<file path="config.mk">
export PLATFORM = sky130hd
export DESIGN_NAME = lc3_mem_arbiter
export DESIGN_NICKNAME = d
export VERILOG_FILES = /design/src/rtl/lc3_mem_arbiter.sv
export SDC_FILE = /design/constraint.sdc
export NUM_CORES = 1
export LEC_CHECK = 0
export BUFFER_PORTS_ARGS = -buffer_cell sky130_fd_sc_hd__clkbuf_2
export CORE_MARGIN = 8
export CORE_UTILIZATION = 40
export CTS_CLUSTER_DIAMETER = 80
export CTS_CLUSTER_SIZE = 28
export DETAILED_ROUTE_END_ITERATION = 10
export GPL_ROUTABILITY_DRIVEN = 0
export GPL_TIMING_DRIVEN = 0
export PLACE_DENSITY = 0.69
export SLEW_MARGIN = 20
export SYNTH_ARGS = -nofsm -noshare
export SYNTH_HDL_FRONTEND = slang
export SYNTH_SLANG_ARGS = --single-unit
export TNS_END_PERCENT = 10
</file>
<file path="constraint.sdc">
create_clock -name clock -period 2.9 [get_ports clock]
set_clock_uncertainty 0.15 [all_clocks]
set_input_delay 0.29 -clock clock [delete_from_list [all_inputs] [get_ports clock]]
set_output_delay 0.29 -clock clock [all_outputs]
set_load 0.1 [all_outputs]
</file>
<file path="src/rtl/lc3_mem_arbiter.sv">
// Two-port arbiter for the LC-3 memory bus. Port A (core) and port B (DMA/debug loader)
// share one memory port; one whole transaction is granted at a time, the bus is
// registered at grant, and each transaction ends with a one-cycle ack (err on timeout).
module lc3_mem_arbiter #(
  parameter int unsigned AW      = 16,
  parameter int unsigned DW      = 16,
  parameter int unsigned TIMEOUT = 64
) (
  input  logic          clock,
  input  logic          reset,
  input  logic          a_req,
  input  logic          a_rd,
  input  logic [AW-1:0] a_addr,
  input  logic [DW-1:0] a_wdata,
  output logic          a_ack,
  input  logic          b_req,
  input  logic          b_rd,
  input  logic [AW-1:0] b_addr,
  input  logic [DW-1:0] b_wdata,
  output logic          b_ack,
  output logic [DW-1:0] rdata,
  output logic          err,
  output logic          mem_en,
  output logic          mem_rd,
  output logic [AW-1:0] mem_addr,
  output logic [DW-1:0] mem_din,
  input  logic [DW-1:0] dout,
  input  logic          complete
);

  typedef enum logic [1:0] {StIdle, StBusy, StDone} state_e;

  // Last BUSY cycle index before abort; unused when TIMEOUT is 0.
  localparam logic [15:0] TimeoutLast = 16'(TIMEOUT - 1);

  state_e        state_q, state_d;
  logic          owner_q, owner_d;  // 0 = A, 1 = B
  logic          last_q, last_d;    // port granted most recently
  logic          mem_en_q, mem_en_d;
  logic          mem_rd_q, mem_rd_d;
  logic [AW-1:0] mem_addr_q, mem_addr_d;
  logic [DW-1:0] mem_din_q, mem_din_d;
  logic [DW-1:0] rdata_q, rdata_d;
  logic          err_q, err_d;
  logic          a_ack_q, a_ack_d;
  logic          b_ack_q, b_ack_d;
  logic [15:0]   cnt_q, cnt_d;
  logic          pick_b;
  logic          timeout_hit;

  // B wins when it is the only requester, or on contention when A was served last.
  assign pick_b      = b_req && (!a_req || !last_q);
  assign timeout_hit = (TIMEOUT != 0) && (cnt_q == TimeoutLast);

  // Next-state and registered-output computation.
  always_comb begin
    state_d    = state_q;
    owner_d    = owner_q;
    last_d     = last_q;
    mem_en_d   = mem_en_q;
    mem_rd_d   = mem_rd_q;
    mem_addr_d = mem_addr_q;
    mem_din_d  = mem_din_q;
    rdata_d    = rdata_q;
    err_d      = err_q;
    a_ack_d    = 1'b0;
    b_ack_d    = 1'b0;
    cnt_d      = cnt_q;
    unique case (state_q)
      StIdle: begin
        if (a_req || b_req) begin
          owner_d    = pick_b;
          last_d     = pick_b;
          mem_rd_d   = pick_b ? b_rd    : a_rd;
          mem_addr_d = pick_b ? b_addr  : a_addr;
          mem_din_d  = pick_b ? b_wdata : a_wdata;
          mem_en_d   = 1'b1;
          cnt_d      = '0;
          state_d    = StBusy;
        end
      end
      StBusy: begin
        // complete takes priority over a coincident timeout.
        if (complete) begin
          if (mem_rd_q) rdata_d = dout;
          err_d    = 1'b0;
          mem_en_d = 1'b0;
          a_ack_d  = !owner_q;
          b_ack_d  = owner_q;
          state_d  = StDone;
        end else if (timeout_hit) begin
          err_d    = 1'b1;
          mem_en_d = 1'b0;
          a_ack_d  = !owner_q;
          b_ack_d  = owner_q;
          state_d  = StDone;
        end else if (cnt_q != 16'hFFFF) begin
          cnt_d = cnt_q + 16'd1;
        end
      end
      StDone: begin
        state_d = StIdle;
      end
      default: begin
        state_d = StIdle;
      end
    endcase
  end

  // State register with synchronous reset; reset abandons any transaction without ack.
  always_ff @(posedge clock) begin
    if (reset) begin
      state_q    <= StIdle;
      owner_q    <= 1'b0;
      last_q     <= 1'b1;
      mem_en_q   <= 1'b0;
      mem_rd_q   <= 1'b1;
      mem_addr_q <= '0;
      mem_din_q  <= '0;
      rdata_q    <= '0;
      err_q      <= 1'b0;
      a_ack_q    <= 1'b0;
      b_ack_q    <= 1'b0;
      cnt_q      <= '0;
    end else begin
      state_q    <= state_d;
      owner_q    <= owner_d;
      last_q     <= last_d;
      mem_en_q   <= mem_en_d;
      mem_rd_q   <= mem_rd_d;
      mem_addr_q <= mem_addr_d;
      mem_din_q  <= mem_din_d;
      rdata_q    <= rdata_d;
      err_q      <= err_d;
      a_ack_q    <= a_ack_d;
      b_ack_q    <= b_ack_d;
      cnt_q      <= cnt_d;
    end
  end

  assign a_ack    = a_ack_q;
  assign b_ack    = b_ack_q;
  assign rdata    = rdata_q;
  assign err      = err_q;
  assign mem_en   = mem_en_q;
  assign mem_rd   = mem_rd_q;
  assign mem_addr = mem_addr_q;
  assign mem_din  = mem_din_q;

endmodule

</file>
==> flow_metrics.py <==
metrics = {
    "synthesis": {
        "yosys.cell_types.count": 49,
        "yosys_warnings": 0,
        "postSynthCellCount": 363,
        "post-synth-top-count-cell": "dfxtp_1",
        "syn-mean-instance-area_um2": 8.99,
        "ys_seq_area_share_pct": 44.8,
        "synth_edf_count": 0,
        "synth_nets": 451,
        "yosys_register_bits": 73,
        "synth.top_cells.by_count": "dfxtp_1, nand2_1, nor2_1",
        "synthFlopType": "dfxtp_1",
        "synthTopCellsByArea": "dfxtp_1, mux2i_1, a211oi_1",
        "async_flop_share_pct": 0,
        "synth.largest_area_cell": "dfxtp_1",
        "syn_area_um2": 3260,
        "yosysTopAreaCellShare_pct": 44.8,
    },
    "clock_tree": {
        "cts-buffers-inserted": 9,
        "postCtsSetupRepairBufs": 0,
        "clock-root-buffer": "clkbuf_8",
        "clock_path_buffers": 2,
        "path_clk_slew_ns": 0.08,
        "clock_latency_ns": 0.35,
        "cts_tree": "built",
        "cts_sinks": 73,
        "htreeDepth": 3,
    },
    "sta": {
        "worstMarginPinSlew_ns": 0.563,
        "slew_violations": 0,
        "hold_viol": 0,
        "period_minus_slack_ns": 2.21,
        "fin_crit_sh_pct": 76.2,
        "rsz0062_at_grt": "false",
        "setup_violations": 0,
        "slew_headroom_pct": 62.2,
        "max_freq_mhz": 453,
        "tns_ns": 0,
    },
    "global_route": {
        "grt_max_degree": 14,
        "grt_pass1_vias": 3313,
        "grt_usage_pct": 16.9,
        "grt_first_pass_wirelength_um": 15700,
        "grt_overflow_total": 0,
        "antenna_found_initial": 0,
    },
    "final_layout": {
        "syn2layout_area_growth_pct": 33.2,
        "drive_above_1_share_pct": 34.8,
        "multi_input_area_um2": 1650,
        "antennaDiodeCount": 0,
        "post-route-util_pct": 54.0,
        "regArea_um2": 1460,
        "nFillCells": 765,
        "stdcell_area_um2": 4350,
        "nNetsFinal": 609,
    },
    "setup_path": {
        "critPathCaptureType": "flop",
        "crit_path_start": "cnt_q[0]",
        "rr_startpoint": "cnt_q[0]",
        "worst-path-max-fanout": 10,
        "critical_path_class": "reg -> reg",
        "startpoint_type": "flop",
        "r2r_cells": 7,
        "cp.arrival_ns": 2.34,
        "required_ns": 3.03,
    },
    "power": {
        "p_seq_share_pct": 41.3,
        "p_leak_nw": 1.94,
        "pwr-share-clk_pct": 26.0,
        "power.density_nw_per_um2": 622,
        "combPwrFrac_pct": 32.7,
        "vdd_drop_max_mv": 0.449,
        "intPower_mw": 1.58,
        "net-switching-power_mw": 1.13,
        "switching_share_pct": 41.7,
    },
    "drt": {
        "firstDrtPassIters": 4,
        "final_antenna_net_count": 0,
        "dr.first_iter.drc_count": 145,
        "drc": 0,
        "routed_wl_um": 9590,
        "vias": 3241,
        "via_per_inst": 5.14,
        "avgRoutedWirePerCell_um": 15.2,
    },
    "hold_path": {
        "min_from": "dout[1]",
        "whs_path_depth": 3,
        "min_path_type": "in -> reg",
    },
    "floorplan": {
        "design.core.area_um2": 8050,
        "start_util_pct": 40.5,
        "boundaryPins": 140,
        "dieWidth_um": 106,
        "fp.dieArea_um2": 11300,
        "die_h_um": 106,
        "rows": 33,
    },
    "status": {
        "status": "completed",
    },
    "placement": {
        "port_buffers": 138,
        "hpwl_um": 7440,
        "place_area_um2": 4090,
    },
    "job": {
        "max_cap_viol_count": 0,
    },
}
cell type report:
type,instances,share of cell area (%)
clock buffers,10,2.94
multi-input cells,262,38.0
repair buffers,147,18.0
flip-flops and latches,73,33.6
well taps,105,3.02
clock inverters,6,1.01
plain buffers,28,3.48
placed cells by master (no fill, tap or decap), types with 4 or more instances in the layout:
cell type / count
dfxtp_1: 73
dlygate4sd3_1: 9
clkbuf_8: 9
clkbuf_2: 138
buf_2: 10
nor2_1: 46
clkbuf_1: 9
clkinvlp_4: 4
a21oi_1: 24
a211oi_1: 33
a31oi_1: 5
o21ai_0: 5
mux2i_1: 33
o31ai_1: 14
buf_1: 4
nand3_1: 7
nand2_1: 46
nor3_1: 4
metrics by stage:
| stage | power [mW] | hold WS (ns) | worst slack, ns | instances |
|---|---|---|---|---|
| 6_report | 2.71 | 0.0144 | 0.691 | 631 |
| 5_1_grt | 2.82 | 0.00866 | 0.524 | 631 |
| 4_1_cts | 2.73 | 0.00101 | 0.702 | 631 |
| 3_5_place_dp | 2.02 | 0.298 | 0.727 | 606 |
| 3_3_place_gp | 2.01 | 0.292 | 0.775 | 606 |
| 2_1_floorplan | 1.83 | 0.267 | 0.831 | 363 |
path summary, 6_finish.rpt:
kind / to / slack (ns)
max reg2reg: cnt_q[12] / 0.69
min: rdata[1] / 0.01
max: cnt_q[12] / 0.69
min reg2reg: rdata[11] / 0.30
state kept, by name, summed over array words and instances (netlist names):
name      count
last_q        1
mem_en        1
rdata        16
owner_q       1
mem_din      16
mem_rd        1
mem_addr     16
state_q       2
cnt_q        16
b_ack         1
a_ack         1
err           1
per-layer routing:
layer  vias up  share of wire (%)  global-route usage [%]
li1       1635                  -                       -
met1      1481                 44                    19.7
met2       115                 48                    28.2
met3        10                7.3                    5.81
met4         0                1.3                    6.03
met5         -                  0                       0
worst max-delay path, stage by stage, from the launching register on:
cell       delay (ns)
dfxtp_1          0.42
ha_1             0.22
nand3_1          0.19
or2_2            0.41
a2111oi_4        0.36
buf_6            0.19
nor2_2           0.06
a31oi_1          0.15
timing repair:
action                                 CTS  global route
setup endpoints to repair                0             0
resized for setup                        0             0
endpoints found under the hold margin    9             0
hold buffers                             9             0
power groups by stage:
| stage | Clock [mW] | Combinational, mW | Sequential (mW) |
|---|---|---|---|
| 2_1_floorplan | 0 | 0.212 | 1.61 |
| 3_3_place_gp | 0 | 0.872 | 1.14 |
| 3_5_place_dp | 0 | 0.879 | 1.14 |
| 4_1_cts | 0.722 | 0.889 | 1.12 |
| 5_1_grt | 0.761 | 0.932 | 1.13 |
| 6_report | 0.702 | 0.885 | 1.12 |
kinds of logic after synthesis:
logic type               Yosys count  share of synthesized area [%]
AND/OR/NAND/NOR                  128                           18.4
adder cells (fa/ha/maj)            1                          0.383
flip-flops                        73                           44.8
multiplexers                      34                           10.5
AO/OA/AOI/OAI                     99                           21.4
buffers and inverters             28                           4.64
(Power assumes the default switching activity.)
